`config.mk`:
```
export PLATFORM = sky130hd
export DESIGN_NAME = bcd2bin_seq
export DESIGN_NICKNAME = d
export VERILOG_FILES = /design/src/rtl/bcd2bin_seq.sv
export SDC_FILE = /design/constraint.sdc
export NUM_CORES = 1
export LEC_CHECK = 0
export CAP_MARGIN = 20
export CELL_PAD_IN_SITES_DETAIL_PLACEMENT = 0
export CELL_PAD_IN_SITES_GLOBAL_PLACEMENT = 1
export CORE_AREA = 2 2 50 98
export DETAILED_ROUTE_END_ITERATION = 16
export DIE_AREA = 0 0 52 100
export GPL_ROUTABILITY_DRIVEN = 0
export PLACE_DENSITY = 0.76
export SLEW_MARGIN = 20
export SYNTH_ARGS = -nofsm -noshare
export SYNTH_HDL_FRONTEND = slang
export SYNTH_SLANG_ARGS = --single-unit
```
`constraint.sdc`:
```
create_clock -name clk -period 2.16 [get_ports clk]
set_clock_uncertainty 0.15 [all_clocks]
set_input_delay 0.324 -clock clk [delete_from_list [all_inputs] [get_ports clk]]
set_output_delay 0.324 -clock clk [all_outputs]
set_load 0.1 [all_outputs]
```
`src/rtl/bcd2bin_seq.sv`:
```
`default_nettype none
// ============================================================================
// Module  : bcd2bin_seq
// Brief   : Sequential packed-BCD to binary converter (reverse double-dabble,
//           one shift/correct iteration per clock) with range/validity flag.
// Revision: 1.0 - initial release
// ============================================================================
module bcd2bin_seq #(
    parameter int BIN_WIDTH = 8,
    parameter int BCD_CNT   = 3
) (
    input  logic                   clk,
    input  logic                   rst_n,
    input  logic                   start,
    input  logic [BCD_CNT*4-1:0]   bcd_in,
    output logic                   busy,
    output logic                   done,
    output logic [BIN_WIDTH-1:0]   bin_out,
    output logic                   err
);

    localparam int CNT_W = $clog2(BIN_WIDTH + 1);
    localparam int BCD_W = BCD_CNT * 4;
    localparam int WRK_W = BCD_W + BIN_WIDTH;

    localparam logic [0:0]       c_IDLE = 1'b0;
    localparam logic [0:0]       c_RUN  = 1'b1;
    localparam logic [CNT_W-1:0] c_LAST = CNT_W'(BIN_WIDTH - 1);
    localparam logic [CNT_W-1:0] c_ONE  = CNT_W'(1);

    logic [0:0]       r_state;
    logic [WRK_W-1:0] r_work;
    logic [CNT_W-1:0] r_cnt;
    logic             r_inv;
    logic             r_busy;
    logic             r_done;
    logic [BIN_WIDTH-1:0] r_bin;
    logic             r_err;

    logic [WRK_W-1:0]   w_shifted;
    logic [WRK_W-1:0]   w_next;
    logic [BCD_CNT-1:0] w_nib_bad;
    logic               w_inv;
    logic               w_ovf;
    logic               w_err;

    assign w_shifted = r_work >> 1;
    assign w_next[BIN_WIDTH-1:0] = w_shifted[BIN_WIDTH-1:0];

    // Each BCD nibble is corrected independently after the shift.
    for (genvar i = 0; i < BCD_CNT; i++) begin : g_nib
        logic [3:0] w_nib;
        assign w_nib = w_shifted[BIN_WIDTH + 4*i +: 4];
        assign w_next[BIN_WIDTH + 4*i +: 4] = (w_nib >= 4'd8) ? (w_nib - 4'd3) : w_nib;
        assign w_nib_bad[i] = (bcd_in[4*i +: 4] > 4'd9);
    end

    assign w_inv = |w_nib_bad;
    assign w_ovf = |w_next[WRK_W-1:BIN_WIDTH];
    assign w_err = r_inv | w_ovf;

    always_ff @(posedge clk or negedge rst_n) begin
        if (!rst_n) begin
            r_state <= c_IDLE;
            r_work  <= '0;
            r_cnt   <= '0;
            r_inv   <= 1'b0;
            r_busy  <= 1'b0;
            r_done  <= 1'b0;
            r_bin   <= '0;
            r_err   <= 1'b0;
        end else begin
            r_done <= 1'b0;
            case (r_state)
                c_IDLE: begin
                    if (start) begin
                        r_work  <= {bcd_in, {BIN_WIDTH{1'b0}}};
                        r_cnt   <= '0;
                        r_inv   <= w_inv;
                        r_busy  <= 1'b1;
                        r_state <= c_RUN;
                    end
                end
                c_RUN: begin
                    r_work <= w_next;
                    r_cnt  <= r_cnt + c_ONE;
                    // Invalid digits still run the full iteration count; only the result is squashed.
                    if (r_cnt == c_LAST) begin
                        r_err   <= w_err;
                        r_bin   <= w_err ? '0 : w_next[BIN_WIDTH-1:0];
                        r_done  <= 1'b1;
                        r_busy  <= 1'b0;
                        r_state <= c_IDLE;
                    end
                end
                default: begin
                    r_busy  <= 1'b0;
                    r_state <= c_IDLE;
                end
            endcase
        end
    end

    assign busy    = r_busy;
    assign done    = r_done;
    assign bin_out = r_bin;
    assign err     = r_err;

endmodule
`default_nettype wire

```
==> results.py <==
metrics = {
    "drt": {
        "drt_wl_total_um": 3430,
        "final_antenna_net_count": 0,
        "vias": 1320,
        "drcViolationCount": 0,
        "post_drt_wl_per_cell_um": 13.35,
        "vias_per_cell": 5.136,
        "drtIter0Drc": 18,
        "firstDrtPassIters": 3,
    },
    "worst_setup_path": {
        "reg2reg_to": "err",
        "critical_path_required_ns": 2.20,
        "rr_worst_depth": 5,
        "r2r-start": "r_work[13]",
        "cp_data_arrival_time_ns": 1.89,
        "crit_path_start": "r_work[13]",
        "worstSetupEndpoint": "err",
        "crit_fanout": 9,
        "end_kind": "flop",
        "cp-start-kind": "flop",
        "crit_type": "reg2reg",
        "reg2reg_setup_slack_ns": 0.30,
    },
    "power_and_ir_drop": {
        "swShare_pct": 44.40,
        "p_clk_share_pct": 16.7,
        "ir_drop_mv": 1.049,
        "power_density_mw_per_mm2": 1409,
        "p_int_mw": 1.698,
        "power.net_switching_mw": 1.356,
        "p_leak_nw": 0.9455,
        "seqPwrFrac_pct": 39.1,
        "combPwrFrac_pct": 44.2,
    },
    "sta": {
        "finalHoldWorstSlack_ns": 0.3047,
        "fin_setup_tns_ns": 0,
        "report.final.slew_viol_count": 0,
        "tightest_slew_ns": 0.5322,
        "max_freq_mhz": 538.9,
        "setup_violations": 0,
        "rsz0062_at_grt": "no",
        "min_period_ns": 1.856,
        "hold_viol_final": 0,
        "period_share_pct": 85.90,
        "relSlewSlack_pct": 63.82,
    },
    "finish": {
        "n_antenna_cell": 0,
        "synthToLayoutAreaGrowth_pct": 20.11,
        "drive_gt1_share_pct": 15.84,
        "nets": 221,
        "final_cell_mix": "dfrtp_1 (36), nand2_1 (22), o21ai_1 (20)",
        "final_area_mm2": 0.002167,
        "nFillCells": 418,
        "layout_commonest_cell": "dfrtp_1",
    },
    "clock_tree": {
        "cts_resized": 0,
        "cts_tree": "built",
        "clk_pin_slew_worst_paths_ns": 0.08,
        "root_buffer": "clkbuf_8",
        "numCtsBuffers": 5,
        "post_cts_buffers": 0,
        "clk_latency_ns": 0.29,
        "cts.sinks": 36,
        "cts.path.max_buffers": 2,
        "cts_max_level": 2,
        "cts_hold_buf": 0,
    },
    "die": {
        "start_util_pct": 40.00,
        "dieArea_mm2": 0.005200,
        "fp.coreArea_mm2": 0.004511,
        "fp.dieH_um": 100,
        "die_w_um": 52,
        "std_cell_rows": 35,
        "io_pins": 26,
    },
    "global_routing": {
        "grt_max_degree": 37,
        "overflow": 0,
        "grt_first_pass_wirelength_um": 6092,
        "antenna_found_initial": 0,
        "grt_usage_pct": 15.32,
        "grt_pass1_vias": 1333,
    },
    "synthesis": {
        "synthArstFlopShare_pct": 100.0,
        "syn_area_mm2": 0.001804,
        "synthCells": 174,
        "synth_edf_count": 0,
        "synth_fp_nets": 194,
        "syn_avg_cell_area_um2": 10.37,
        "ys_seq_area_share_pct": 49.93,
        "ys_ff_latch": 36,
        "yosysWarnings": 0,
        "synth-main-ff-cell": "dfrtp_1",
        "synth.distinct_cells": 30,
    },
    "place": {
        "place_area_mm2": 0.002071,
        "hpwlAfterDp_um": 2421,
        "portBuffers": 25,
    },
    "status": {
        "status": "finished clean",
    },
    "run": {
        "drv_cap": 0,
    },
    "worst_hold_path": {
        "holdCritPathClass": "in2async",
    },
}
logic make-up (layout without fill, tap and decap cells):
| group | count (synthesis) | count (layout) | share of synthesized area, % |
|---|---|---|---|
| AOI/OAI and AO/OA | 42 | 42 | 13.66 |
| and+or+nand+nor | 60 | 60 | 19.35 |
| muxes | 10 | 10 | 5.756 |
| DFF | 36 | 36 | 49.93 |
| adders and majority gates | 5 | 5 | 3.467 |
| xor gates and xnor gates | 6 | 6 | 3.329 |
| buffers and inverters | 15 | 43 | 4.507 |
metal layers:
metal	part of all wire [%]	up-vias	GRT usage (%)
li1	-	662	-
met1	45	627	19.38
met2	49	27	24.54
met3	4.8	4	4.315
met4	0.79	0	5.466
met5	0	-	0
registers in the layout, summed over array words and instances, names as in the netlist:
name,count
r_inv,1
r_state,1
err,1
r_cnt,4
busy,1
bin_out,8
done,1
r_work,19
power by group through the flow:
stage	sequential (mW)	clock, mW	combinational, mW
finish	1.19	0.511	1.35
CTS	1.20	0.530	1.37
global route	1.24	0.555	1.50
global placement	1.19	0	1.34
floorplan	1.43	0	0.838
detailed placement	1.20	0	1.36
worst max-delay path, stage by stage (launching register included):
cell and delay, ns:
dfrtp_1 0.47, inv_1 0.07, ha_1 0.31, and4b_4 0.32, o211ai_2 0.20, o22a_1 0.23
area by class of cell:
cell class / instances / area (µm²) / area share (%)
Timing Repair Buffer: 30 / 260.3 / 12.01
Sequential cell: 36 / 900.9 / 41.57
Clock inverter: 2 / 13.76 / 0.6351
Clock buffer: 6 / 82.58 / 3.811
Tap cell: 55 / 68.82 / 3.176
Multi-Input combinational cell: 123 / 822.0 / 37.93
Inverter: 5 / 18.77 / 0.8661
worst min-delay path by stage:
stage	from	to	slack (ns)	depth (start not counted)
global placement	bin_out[5]	bin_out[5]	0.32	2
floorplan	rst_n	bin_out[0]	-0.12	0
global route	rst_n	r_work[14]	0.34	2
CTS	rst_n	r_work[14]	0.31	2
detailed placement	bin_out[7]	bin_out[7]	0.33	2
finish	rst_n	bin_out[6]	0.30	2
cells in the mapped netlist, drive strengths merged, types with 2 or more instances:
| cell | number | area share (%) |
|---|---|---|
| ha | 5 | 3.5 |
| nand2b | 9 | 3.1 |
| nor2 | 6 | 1.2 |
| a21oi | 7 | 1.9 |
| dfrtp | 36 | 50 |
| nand2 | 22 | 4.6 |
| nand4 | 9 | 3.1 |
| buf | 10 | 3.5 |
| a211oi | 5 | 2.1 |
| inv | 5 | 1.0 |
| xor2 | 2 | 0.97 |
| o21ai | 23 | 6.4 |
| mux2i | 10 | 5.8 |
| xnor2 | 4 | 2.4 |
| nor2b | 8 | 2.8 |
| a22o | 2 | 0.97 |
| nand3 | 2 | 0.55 |
| o22ai | 2 | 0.69 |
| nor4 | 2 | 1.9 |
stage by stage:
stage               power, mW  utilization, %  cells  setup WS (ns)
floorplan               2.265               -    174         0.4579
global placement        2.532           45.91    249         0.3542
detailed placement      2.565           45.91    249         0.2994
CTS                     3.092           48.04    257         0.2876
global route            3.295           48.04    257         0.1634
finish                  3.054           48.04    257         0.3045
No activity file was read; power rests on OpenSTA's default activity.
==> RTL change (same flow settings) <==
Register the inputs `start` and `bcd_in` before use, with the module's reset. The logic sees them one clock later.
--- a/src/rtl/bcd2bin_seq.sv
+++ b/src/rtl/bcd2bin_seq.sv
@@ -28,6 +28,19 @@
     localparam logic [CNT_W-1:0] c_LAST = CNT_W'(BIN_WIDTH - 1);
     localparam logic [CNT_W-1:0] c_ONE  = CNT_W'(1);
 
+    logic start_q;
+    logic [BCD_CNT*4-1:0] bcd_q;
+
+    always_ff @(posedge clk or negedge rst_n) begin
+        if (!rst_n) begin
+            start_q <= '0;
+            bcd_q   <= '0;
+        end else begin
+            start_q <= start;
+            bcd_q   <= bcd_in;
+        end
+    end
+
     logic [0:0]       r_state;
     logic [WRK_W-1:0] r_work;
     logic [CNT_W-1:0] r_cnt;
@@ -52,7 +65,7 @@
         logic [3:0] w_nib;
         assign w_nib = w_shifted[BIN_WIDTH + 4*i +: 4];
         assign w_next[BIN_WIDTH + 4*i +: 4] = (w_nib >= 4'd8) ? (w_nib - 4'd3) : w_nib;
-        assign w_nib_bad[i] = (bcd_in[4*i +: 4] > 4'd9);
+        assign w_nib_bad[i] = (bcd_q[4*i +: 4] > 4'd9);
     end
 
     assign w_inv = |w_nib_bad;
@@ -73,8 +86,8 @@
             r_done <= 1'b0;
             case (r_state)
                 c_IDLE: begin
-                    if (start) begin
-                        r_work  <= {bcd_in, {BIN_WIDTH{1'b0}}};
+                    if (start_q) begin
+                        r_work  <= {bcd_q, {BIN_WIDTH{1'b0}}};
                         r_cnt   <= '0;
                         r_inv   <= w_inv;
                         r_busy  <= 1'b1;
Formal check against the unedited RTL: not equivalent (a bounded check fails within 4 cycles, from zero or initial values and one cycle with rst_n low).
==> RTL change against the original RTL <==
Total power increased by 4.8%. Synthesized cell count is 7.5% higher. Setup slack better by 0.022 ns. Routed wire length up 7.5%. Clock power down 2%. Critical path depth unchanged. Cell area is 15% higher. Sequential power is 20% higher. Largest cell class unchanged. Critical endpoint unchanged. Maximum frequency is 1.2% higher. Largest power group is now sequential cells. Area after synthesis up 18%. Sequential cell count increased by 13.
==> RTL change: results (changes against the original RTL) <==
----------------------------------------------------
[Placed design]
  Placed instance count ... 263 (was 249)
  Pre-CTS setup slack ... 0.324 ns (was 0.299 ns)
  Post-DP HPWL ... 2650 um (was 2420 um)

[Power and ir drop]
  Largest voltage drop on the vdd net ... 0.803 mV (was 1.05 mV)
  Static power due to leakage ... 1.09 nW (was 0.946 nW)

[Status]
  Status ... finished, final reports clean (unchanged)

[Setup path]
  Signal arrival time at the worst endpoint ... 1.87 ns (was 1.89 ns)
  Crit path max-delay cell type ... dfrtp_1 (unchanged)

[Global route]
  Largest net degree at the start of global routing ... 33 (was 37)
  First-pass GRT wire length ... 6560 um (was 6090 um)
  Via count of the first global-routing pass ... 1,441 (was 1,333)
  Total routing resource utilization after global routing ... 16.6% (was 15.3%)

[Drt]
  First drt pass iteration count ... 4 (was 3)
  Final Routed Wirelength ... 3690 um (was 3430 um)
  Post-DR wirelength/cell ... 13.6 um (was 13.3 um)
  Starting DRC count in detailed routing ... 17 (was 18)
  Routed vias ... 1,443 (was 1,320)

[Synth]
  Synth top area cells ... dfrtp_1, o21ai_1, mux2i_1 (unchanged)
  Most frequent cells after synthesis ... dfrtp_1, nand2_1, o21ai_1 (unchanged)
  Sequential fraction of the synthesis area ... 57.6% (was 49.9%)
  Net count after synthesis ... 207 (was 194)
  Synthesized-area fraction occupied by adder cells ... 2.94% (was 3.47%)
  XOR/XNOR share of the synthesized area ... 2.82% (was 3.33%)
  Mux cell area share after synthesis ... 4.88% (was 5.76%)
  Post-synthesis cell count ... 187 (was 174)
  Fraction of the mapped netlist area in compound gates ... 11.6% (was 13.7%)

[Min path]
  Hold crit path type ... primary input to flip-flop (was primary input to asynchronous set/reset pin)

[Timing]
  Transition time at the pin with the least slew margin ... 0.521 ns (was 0.532 ns)

[Finish]
  Fraction of final layout cells sized beyond drive strength 1 ... 14.3% (was 15.8%)
  Number of nets in the layout ... 236 (was 221)
  Fill cell count ... 410 (was 418)

[Clocking]
  Total CTS buffers ... 5 (unchanged)

----------------------------------------------------
-- RTL change: changes by cell type after synthesis --
cell and delta:
dfrtp_1 +13
-- RTL change: kinds of logic after synthesis --
logic type / Yosys count
DFF: 49
xor gates and xnor gates: 6
adders and majority gates: 5
muxes: 10
AOI/OAI and AO/OA: 42
and+or+nand+nor: 60
buffers and inverters: 15
-- RTL change: path summary, 6_finish.rpt --
check                      slack, ns  cells past startpoint         end       start
min in group asynchronous       0.38                      2  r_work[15]       rst_n
max reg2reg                     0.33                      5         err  r_work[13]
max                             0.33                      5         err  r_work[13]
min                             0.31                      1    bcd_q[8]   bcd_in[8]
max in group asynchronous       0.88                      3    bcd_q[9]       rst_n
min reg2reg                     0.34                      2  bin_out[4]  bin_out[4]
-- RTL change: critical path, delay by kind of cell (launching register included) --
kind                     cells  cell delay (ns)
flip-flops                   1             0.47
adder cells (fa/ha/maj)      1             0.30
buffers and inverters        1             0.07
AO/OA/AOI/OAI                2             0.42
AND/OR/NAND/NOR              1             0.32
-- RTL change: power by group --
part | switching, mW | internal, mW
combinational | 0.777 | 0.488
sequential | 0.263 | 1.17
clock | 0.271 | 0.230
total | 1.31 | 1.89
-- RTL change: layer usage --
layer | wire, um | global-route usage, % | vias up
met1 | 1650 | 22.0 | 710
met3 | 110 | 3.13 | 7
met2 | 1860 | 26.3 | 22
met4 | 65 | 7.09 | 0
li1 | - | - | 704
met5 | 0 | 0 | -
-- RTL change: layout make-up --
class | count | area share [%]
sequential | 49 | 49.3
multi-input combinational | 123 | 33.0
timing repair buffer | 32 | 11.0
clock buffer | 8 | 3.22
tap | 55 | 2.77
inverter | 5 | 0.754
-- RTL change: stage by stage --
stage          power (mW)  cell area (um^2)
2_1_floorplan        2.43              2130
3_3_place_gp         2.69              2400
3_5_place_dp         2.72              2400
4_1_cts              3.23              2490
5_1_grt              3.43              2490
6_report             3.20              2490
-- RTL change: timing repair --
action,4_1_cts,5_1_grt
resized for setup,0,0
endpoints found under the hold margin,22,0
hold buffers,1,0
